**src/rtl/core_iencode_pkg.sv**
```systemverilog
// Shared RV32I encoding definitions: instruction classes, major opcodes and field helpers.
// Used by core_iencode and core_idecode; range helpers matter only when IENC_RANGE_CHECK_EN is defined.
package core_iencode_pkg;

    typedef enum logic [3:0] {
        OPC_R     = 4'd0,
        OPC_I_ALU = 4'd1,
        OPC_LOAD  = 4'd2,
        OPC_S     = 4'd3,
        OPC_B     = 4'd4,
        OPC_JAL   = 4'd5,
        OPC_JALR  = 4'd6,
        OPC_LUI   = 4'd7,
        OPC_AUIPC = 4'd8
    } opclass_e;

    localparam logic [6:0] OP_R     = 7'b0110011;
    localparam logic [6:0] OP_I_ALU = 7'b0010011;
    localparam logic [6:0] OP_LOAD  = 7'b0000011;
    localparam logic [6:0] OP_S     = 7'b0100011;
    localparam logic [6:0] OP_B     = 7'b1100011;
    localparam logic [6:0] OP_JAL   = 7'b1101111;
    localparam logic [6:0] OP_JALR  = 7'b1100111;
    localparam logic [6:0] OP_LUI   = 7'b0110111;
    localparam logic [6:0] OP_AUIPC = 7'b0010111;

    localparam logic [31:0] NOP_WORD = 32'h0000_0013;

    localparam logic [2:0] F3_SLL = 3'b001;
    localparam logic [2:0] F3_SRX = 3'b101;

    typedef struct packed {
        logic [31:0] word;
        logic        err;
    } enc_entry_t;

    // Major opcode for a defined class; undefined classes map to OP_I_ALU so the nop shares it.
    function automatic logic [6:0] opcode_of(input opclass_e cls);
        logic [6:0] op;
        op = OP_I_ALU;
        case (cls)
            OPC_R:     op = OP_R;
            OPC_I_ALU: op = OP_I_ALU;
            OPC_LOAD:  op = OP_LOAD;
            OPC_S:     op = OP_S;
            OPC_B:     op = OP_B;
            OPC_JAL:   op = OP_JAL;
            OPC_JALR:  op = OP_JALR;
            OPC_LUI:   op = OP_LUI;
            OPC_AUIPC: op = OP_AUIPC;
            default:   op = OP_I_ALU;
        endcase
        return op;
    endfunction

    function automatic logic is_shift_imm(input opclass_e cls, input logic [2:0] funct3);
        return (cls == OPC_I_ALU) && ((funct3 == F3_SLL) || (funct3 == F3_SRX));
    endfunction

    // True when v survives truncation to 'bits' bits followed by sign extension.
    function automatic logic fits_signed(input logic [31:0] v, input int unsigned bits);
        logic ok;
        ok = 1'b1;
        for (int i = 0; i < 32; i++) begin
            if ((i >= int'(bits) - 1) && (v[i] != v[31])) begin
                ok = 1'b0;
            end
        end
        return ok;
    endfunction

endpackage

```
**src/rtl/core_iencode_fmt.sv**
```systemverilog
// Pure combinational RV32I field-bundle to instruction-word encoder.
// Define IENC_RANGE_CHECK_EN to also flag immediates that do not fit their encoding.
module core_iencode_fmt
    import core_iencode_pkg::*;
(
    input  logic [3:0]  opclass,
    input  logic [2:0]  funct3,
    input  logic [6:0]  funct7,
    input  logic [4:0]  rd,
    input  logic [4:0]  rs1,
    input  logic [4:0]  rs2,
    input  logic [31:0] imm,
    output logic [31:0] word,
    output logic        err
);

    opclass_e   cls;
    logic [6:0] op;
    logic       is_shift;
    logic       class_bad;
    logic       range_bad;

    assign cls      = opclass_e'(opclass);
    assign op       = opcode_of(cls);
    assign is_shift = is_shift_imm(cls, funct3);

    always_comb begin
        word      = NOP_WORD;
        class_bad = 1'b0;
        case (cls)
            OPC_R:
                word = {funct7, rs2, rs1, funct3, rd, op};
            OPC_I_ALU: begin
                if (is_shift) begin
                    word = {funct7, imm[4:0], rs1, funct3, rd, op};
                end else begin
                    word = {imm[11:0], rs1, funct3, rd, op};
                end
            end
            OPC_LOAD:
                word = {imm[11:0], rs1, funct3, rd, op};
            OPC_JALR:
                word = {imm[11:0], rs1, 3'b000, rd, op};
            OPC_S:
                word = {imm[11:5], rs2, rs1, funct3, imm[4:0], op};
            OPC_B:
                word = {imm[12], imm[10:5], rs2, rs1, funct3, imm[4:1], imm[11], op};
            OPC_JAL:
                word = {imm[20], imm[10:1], imm[11], imm[19:12], rd, op};
            OPC_LUI, OPC_AUIPC:
                word = {imm[31:12], rd, op};
            default: begin
                word      = NOP_WORD;
                class_bad = 1'b1;
            end
        endcase
    end

`ifdef IENC_RANGE_CHECK_EN
    // Out-of-range immediates are still encoded from the truncated fields above, only flagged here.
    always_comb begin
        range_bad = 1'b0;
        case (cls)
            OPC_I_ALU: begin
                if (is_shift) begin
                    range_bad = (imm > 32'd31);
                end else begin
                    range_bad = !fits_signed(imm, 12);
                end
            end
            OPC_LOAD, OPC_JALR, OPC_S:
                range_bad = !fits_signed(imm, 12);
            OPC_B:
                range_bad = !fits_signed(imm, 13) || imm[0];
            OPC_JAL:
                range_bad = !fits_signed(imm, 21) || imm[0];
            default:
                range_bad = 1'b0;
        endcase
    end
`else
    assign range_bad = 1'b0;
`endif

    assign err = class_bad | range_bad;

endmodule

```
**src/rtl/core_iencode.sv**
```systemverilog
// RV32I instruction encoder with a 2-entry output FIFO, valid/ready handshakes and a handoff counter.
// Define IENC_RANGE_CHECK_EN to enable immediate range flagging in the encoder.
module core_iencode
    import core_iencode_pkg::*;
(
    input  logic        clk,
    input  logic        rst,
    input  logic        in_valid,
    output logic        in_ready,
    input  logic [3:0]  opclass,
    input  logic [2:0]  funct3,
    input  logic [6:0]  funct7,
    input  logic [4:0]  rd,
    input  logic [4:0]  rs1,
    input  logic [4:0]  rs2,
    input  logic [31:0] imm,
    output logic        out_valid,
    input  logic        out_ready,
    output logic [31:0] instruction,
    output logic        err,
    output logic [15:0] count
);

    enc_entry_t  mem [2];
    enc_entry_t  enc;
    logic        wr_ptr;
    logic        rd_ptr;
    logic [1:0]  occ;
    logic        push;
    logic        pop;
    logic [15:0] count_q;

    core_iencode_fmt u_fmt (
        .opclass (opclass),
        .funct3  (funct3),
        .funct7  (funct7),
        .rd      (rd),
        .rs1     (rs1),
        .rs2     (rs2),
        .imm     (imm),
        .word    (enc.word),
        .err     (enc.err)
    );

    // Ready depends only on stored occupancy (and reset), never on the consumer side.
    assign in_ready  = !rst && (occ < 2'd2);
    assign out_valid = (occ != 2'd0);
    assign push      = in_valid && in_ready;
    assign pop       = out_valid && out_ready;

    assign instruction = mem[rd_ptr].word;
    assign err         = mem[rd_ptr].err;
    assign count       = count_q;

    always_ff @(posedge clk) begin
        if (rst) begin
            for (int i = 0; i < 2; i++) begin
                mem[i] <= '0;
            end
            wr_ptr  <= 1'b0;
            rd_ptr  <= 1'b0;
            occ     <= 2'd0;
            count_q <= 16'd0;
        end else begin
            if (push) begin
                mem[wr_ptr] <= enc;
                wr_ptr      <= !wr_ptr;
            end
            if (pop) begin
                rd_ptr  <= !rd_ptr;
                count_q <= count_q + 16'd1;
            end
            case ({push, pop})
                2'b10:   occ <= occ + 2'd1;
                2'b01:   occ <= occ - 2'd1;
                default: occ <= occ;
            endcase
        end
    end

endmodule

```
**config.mk**
```make
export PLATFORM = sky130hd
export DESIGN_NAME = core_iencode
export DESIGN_NICKNAME = d
export VERILOG_FILES = /design/src/rtl/core_iencode_pkg.sv /design/src/rtl/core_iencode_fmt.sv /design/src/rtl/core_iencode.sv
export SDC_FILE = /design/constraint.sdc
export NUM_CORES = 1
export LEC_CHECK = 0
export CAP_MARGIN = 20
export CELL_PAD_IN_SITES_DETAIL_PLACEMENT = 1
export CELL_PAD_IN_SITES_GLOBAL_PLACEMENT = 2
export CORE_MARGIN = 5
export CORE_UTILIZATION = 30
export DETAILED_ROUTE_END_ITERATION = 12
export GPL_TIMING_DRIVEN = 0
export PLACE_DENSITY = 0.91
export SLEW_MARGIN = 15
export SYNTH_ARGS = -nofsm -noshare
export SYNTH_HDL_FRONTEND = slang
export SYNTH_SLANG_ARGS = --single-unit
```
**constraint.sdc**
```tcl
create_clock -name clk -period 3.2 [get_ports clk]
set_input_delay 0.8 -clock clk [delete_from_list [all_inputs] [get_ports clk]]
set_output_delay 0.8 -clock clk [all_outputs]
set_load 0.02 [all_outputs]
```
==> After elaboration in Yosys (flattened, before gate mapping) <==
Memories as Yosys holds them, arrays and structs flattened. A register that Yosys moved wholly into a read port is not among the register bits.
Index checks and enable logic that the tools add are counted.
{ "totals": {"ramBits": 66, "latch_bits": 0, "memories": 2, "inputBits": 65, "output_inout_bits": 51, "ff_bits": 20, "mem_bits_ro": 80} }
{ "classes": {"order_cmp": 1, "n_eq_ne": 12, "add_sub_neg": 3, "bitwise": 0, "reduce_logical": 14, "n_div": 0, "n_mux": 14, "shifts": 0, "multipliers": 0} }
{ "mem_list": {"columns": ["memory", "depth", "word_bits", "rd", "rd_clocked_by_memory_dff", "write_ports", "line", "text"], "rows": [
  ["(name not given)", 16, 5, 1, 0, 0, "core_iencode_pkg.sv:41", "case (cls)"],
  ["mem", 2, 33, 1, 1, 2, "core_iencode.sv:24", "enc_entry_t mem [2];"]
]} }
{ "ops": {"columns": ["cell", "n"], "rows": [
  ["$pmux 32 s8", 1],
  ["$mux 33", 1],
  ["$reduce_or 33->1", 1],
  ["$mux 32", 1],
  ["$add 16x1->16 const B", 1],
  ["$eq 4x3->1 const B", 4],
  ["$mux 1", 10],
  ["$reduce_or 9->1", 1],
  ["$eq 4x2->1 const B", 2],
  ["$eq 4x1->1 const B", 1],
  ["$eq 4x4->1 const B", 1],
  ["$logic_and 1x1->1", 4],
  ["$logic_not 4->1", 1],
  ["$pmux 2 s2", 1],
  ["$reduce_bool 2->1", 2],
  ["$eq 3x1->1 const B", 1],
  ["$eq 3x3->1 const B", 1],
  ["$logic_not 1->1", 3],
  ["$add 2x1->2 const B", 1],
  ["$eq 2x1->1 const B", 1],
  ["$eq 2x2->1 const B", 1],
  ["$lt 2x2->1 const B", 1],
  ["$reduce_or 2->1", 1],
  ["$sub 2x1->2 const B", 1],
  ["$logic_or 1x1->1", 1]
]} }

==> Logic depth before layout (Yosys ltp) <==
{ "depth": {"word_depth": 8, "mapped_depth": 8} }

==> Modules after synthesis <==
Synthesis repeated with hierarchy kept, for this count alone.
{ "unflattened": {"hier_cells": 383, "hier_area_um2": 4481.8} }
{ "modules_own_cells": {"columns": ["module", "area_each_um2", "seq_area_each_um2", "cells_each", "n_inst"], "rows": [
  ["core_iencode", 3784.9, 2402.3, 285, 1],
  ["core_iencode_fmt", 696.9, 0.0, 98, 1]
]} }

==> Worst setup path after synthesis <==
No wires, ideal clock.
{ "synth_path": {"path_kind": "input to register", "startpoint": "input port rst", "endpoint": "memory mem[0][0] (netlist bit) (enable)", "cell_stages": 5, "path_slack_ns": 0.393, "path_buffers": 1, "t_arrival_ns": 2.414, "cell_sequence": "nor2_1 > nand2_1 > or2_1 > clkbuf_1 > nand2b_1"} }
{ "synth_rtl": {"columns": ["item", "line", "text"], "rows": [
  ["start, declared", "core_iencode.sv:7", "input logic rst,"],
  ["end, declared", "core_iencode.sv:24", null]
]} }

==> summary.txt <==
GRT
  – Largest net degree at the start of global routing: 21
  – Remaining Overflow, GRT: 0
  – Initial antenna violation count: 1
  – Vias in the first global route: 3797
  – Overall Global Routing Usage: 15.74%
  – First-pass GRT wire length: 20080 um

Detailed routing
  – Drt pass-1 iters: 4
  – Vias per cell: 5.017
  – # DRC: 0
  – Vias: 3452
  – Starting DRC count in detailed routing: 138
  – Final antenna-violating net count: 0
  – Mean routed wirelength per cell: 18.56 um
  – WL final: 12770 um

Die
  – Die Ht: 128.1 um
  – Total core area: 13770 um^2
  – Starting Density: 30.39%
  – Die width: 128.1 um
  – Die area: 16410 um^2
  – # IOs: 116
  – Core Rows: 43

Yosys
  – Cell count after synthesis: 378
  – Cell variety after synth: 50
  – Mean Syn Cell Area: 11.07 um^2
  – Yosys warning total: 0
  – Syn_nets: 450
  – Post-synthesis xor/xnor area fraction: 2.930%
  – Simple-gate share of the synthesized area: 14.74%
  – Post-Syn Area: 4185 um^2
  – Sequential fraction of the synthesis area: 55.49%
  – Adder-Cell Fraction of Synth Area: 2.093%
  – Synth area leader: edfxtp_1
  – Largest family of logic cells by synthesized area: simple AND/OR/NAND/NOR gates
  – Post-synthesis mux area share: 9.118%
  – FFs w/ async S/R, synth: 0%
  – Synth Register Bits: 85
  – Top-area cell type share of the netlist area: 44.48%
  – Area contributors post-synth: edfxtp_1 (44%), dfxtp_1 (11%), mux2_2 (8.6%), nor2_1 (6.1%), a22oi_1 (3.6%)
  – Main flop type after synthesis: edfxtp_1
  – Synth Area in Compound Gates: 12.26%
  – Number of synthesized flops with an enable pin: 62

STA
  – Final hold vios: 0
  – Crit path time final: 3.041 ns
  – Fmax: 328.8 MHz
  – Final worst-path cycle share: 95.04%
  – Least-Margin Pin Slew: 0.8904 ns
  – Skew final: 0.005282 ns
  – Final setup fails: 0
  – Max-slew headroom: 40.38%
  – RSZ-0062 raised after global routing: false
  – Final Max Tran Viols: 0
  – Setup TNS Final: 0 ns

Job
  – Max-cap violation count: 0

Worst setup path
  – Required time worst endpoint: 3.27 ns
  – Arrival time worst endpoint: 3.11 ns
  – R2R cell count: 6
  – Crit start category: primary input
  – CP endpoint kind: flop
  – Worst-path fanout max: 10
  – Type of the worst setup path: primary input to flop

Clock network
  – Post-CTS Setup Bufs: 0
  – CTS tree: built
  – Clk sinks: 85
  – Clk buf depth: 2
  – Clock Latency Late Sink: 0.34 ns
  – Clock transition at the registers of the reported paths: 0.06 ns
  – Root Buffer: clkbuf_16
  – TritonCTS buffer count: 9
  – H-tree levels: 3

Min path
  – Hold/Removal Path Class: flop to flop
  – Hold path depth: 2

Cells and area
  – Antenna cells: 0
  – Final core occ: 42.90%
  – Area Growth Syn to Fin: 41.17%
  – Layout cells sized above 1: 14.37%
  – Layout fillers: 1555
  – Commonest non-fill, non-tap cell in the layout: clkdlybuf4s50_1
  – Final instance area: 5908 um^2
  – Most frequent cells in the layout: clkdlybuf4s50_1 (114), nor2_1 (68), edfxtp_1 (62)
  – Final #Nets: 576

Pwr
  – Pwr dens: 572.8 nW/um^2
  – VDD IR-drop max: 0.2733 mV
  – Total power: 3.384 mW
  – P_leak: 2.077 nW

Placement
  – GPL Wtd Cong: 0.8547
  – HPWL after DPL: 9710 um
  – Count of port buffers added during placement: 114
  – Post-place instance area: 5612 um^2

Outcome
  – Status: finished, final reports clean
-- final timing paths --
path                            slack [ns]          to  startpoint
worst min register to register        0.46   mem[0][1]   mem[0][1]
worst max register to register        1.15  mem[0][19]      occ[1]
worst max-delay path                  0.16  mem[1][24]  opclass[0]
worst min-delay path                  0.46   mem[0][1]   mem[0][1]
-- worst max-delay path, stage by stage --
cell and delay (ns):
clkdlybuf4s50_1 0.53, inv_1 0.10, ha_1 0.20, clkbuf_2 0.18
nand3b_1 0.16, o21ai_0 0.18, buf_2 0.25, a222oi_1 0.58
nor2_1 0.12
-- per-layer routing --
layer  up-vias  track usage, %  part of all wire, %
li1       1642               -                    -
met1      1689           18.03                   40
met2       100           28.31                   51
met3        19           4.750                  6.5
met4         2           4.432                  1.8
met5         -               0                 0.10
-- cell usage after synthesis (2+ instances only) --
library cell / n
nor2_1: 68
edfxtp_1: 62
mux2_2: 32
a21oi_1: 24
dfxtp_1: 23
a22oi_1: 20
o21ai_0: 15
clkbuf_1: 11
nand2_1: 11
xnor2_1: 11
buf_2: 10
inv_1: 9
nand3_1: 8
nor3_1: 8
ha_1: 7
nand2b_1: 5
a222oi_1: 4
nand3b_1: 4
nor4_1: 4
nand4_1: 3
nor2b_1: 3
xor2_1: 3
a211oi_1: 2
nand4b_1: 2
o211ai_1: 2
o22ai_1: 2
or3_1: 2
-- sequential cells by signal, indices dropped and copies added, names as in the netlist, named ones only --
name	cells
mem	64
count	16
occ	2
rd_ptr	1
wr_ptr	1
-- layout make-up --
cell class	count	area [um^2]	area share, %
flip-flops and latches	85	2322	39.31
multi-input cells	260	1727	29.22
repair buffers	116	1196	20.25
clock buffers	9	225.2	3.812
well taps	180	225.2	3.812
plain buffers	22	103.9	1.758
clock inverters	6	71.32	1.207
inverters	10	37.54	0.6353
-- cell families (layout without fill, tap and decap cells) --
| logic type | after synthesis | count (layout) |
|---|---|---|
| buffers and inverters | 33 | 163 |
| adder cells (fa/ha/maj) | 7 | 7 |
| XOR/XNOR | 14 | 14 |
| flip-flops | 85 | 85 |
| AND/OR/NAND/NOR | 126 | 126 |
| AO/OA/AOI/OAI | 79 | 79 |
| multiplexers | 34 | 34 |
-- power breakdown --
part | total [mW] | switching [mW] | internal (mW)
Sequential | 1.34 | 0.0557 | 1.28
Combinational | 0.994 | 0.506 | 0.488
Clock | 1.05 | 0.441 | 0.610
-- per-stage QoR --
step           hold slack (ns)  cells  worst slack, ns
2_1_floorplan           0.4309    378           0.3934
3_3_place_gp            0.4453    672          -0.4066
3_5_place_dp            0.4578    674          -0.2272
4_1_cts                 0.4670    689          0.05186
5_1_grt                 0.5139    688         0.004618
6_report                0.4627    688           0.1586
-- repair_timing --
| item | 4_1_cts | 5_1_grt |
|---|---|---|
| setup endpoints to repair | 30 | 2 |
| pin swaps | 0 | 1 |
| gates resized for setup | 3 | 0 |
| hold buffers | 0 | 0 |
Note: power is estimated with default switching activity, not from simulation.
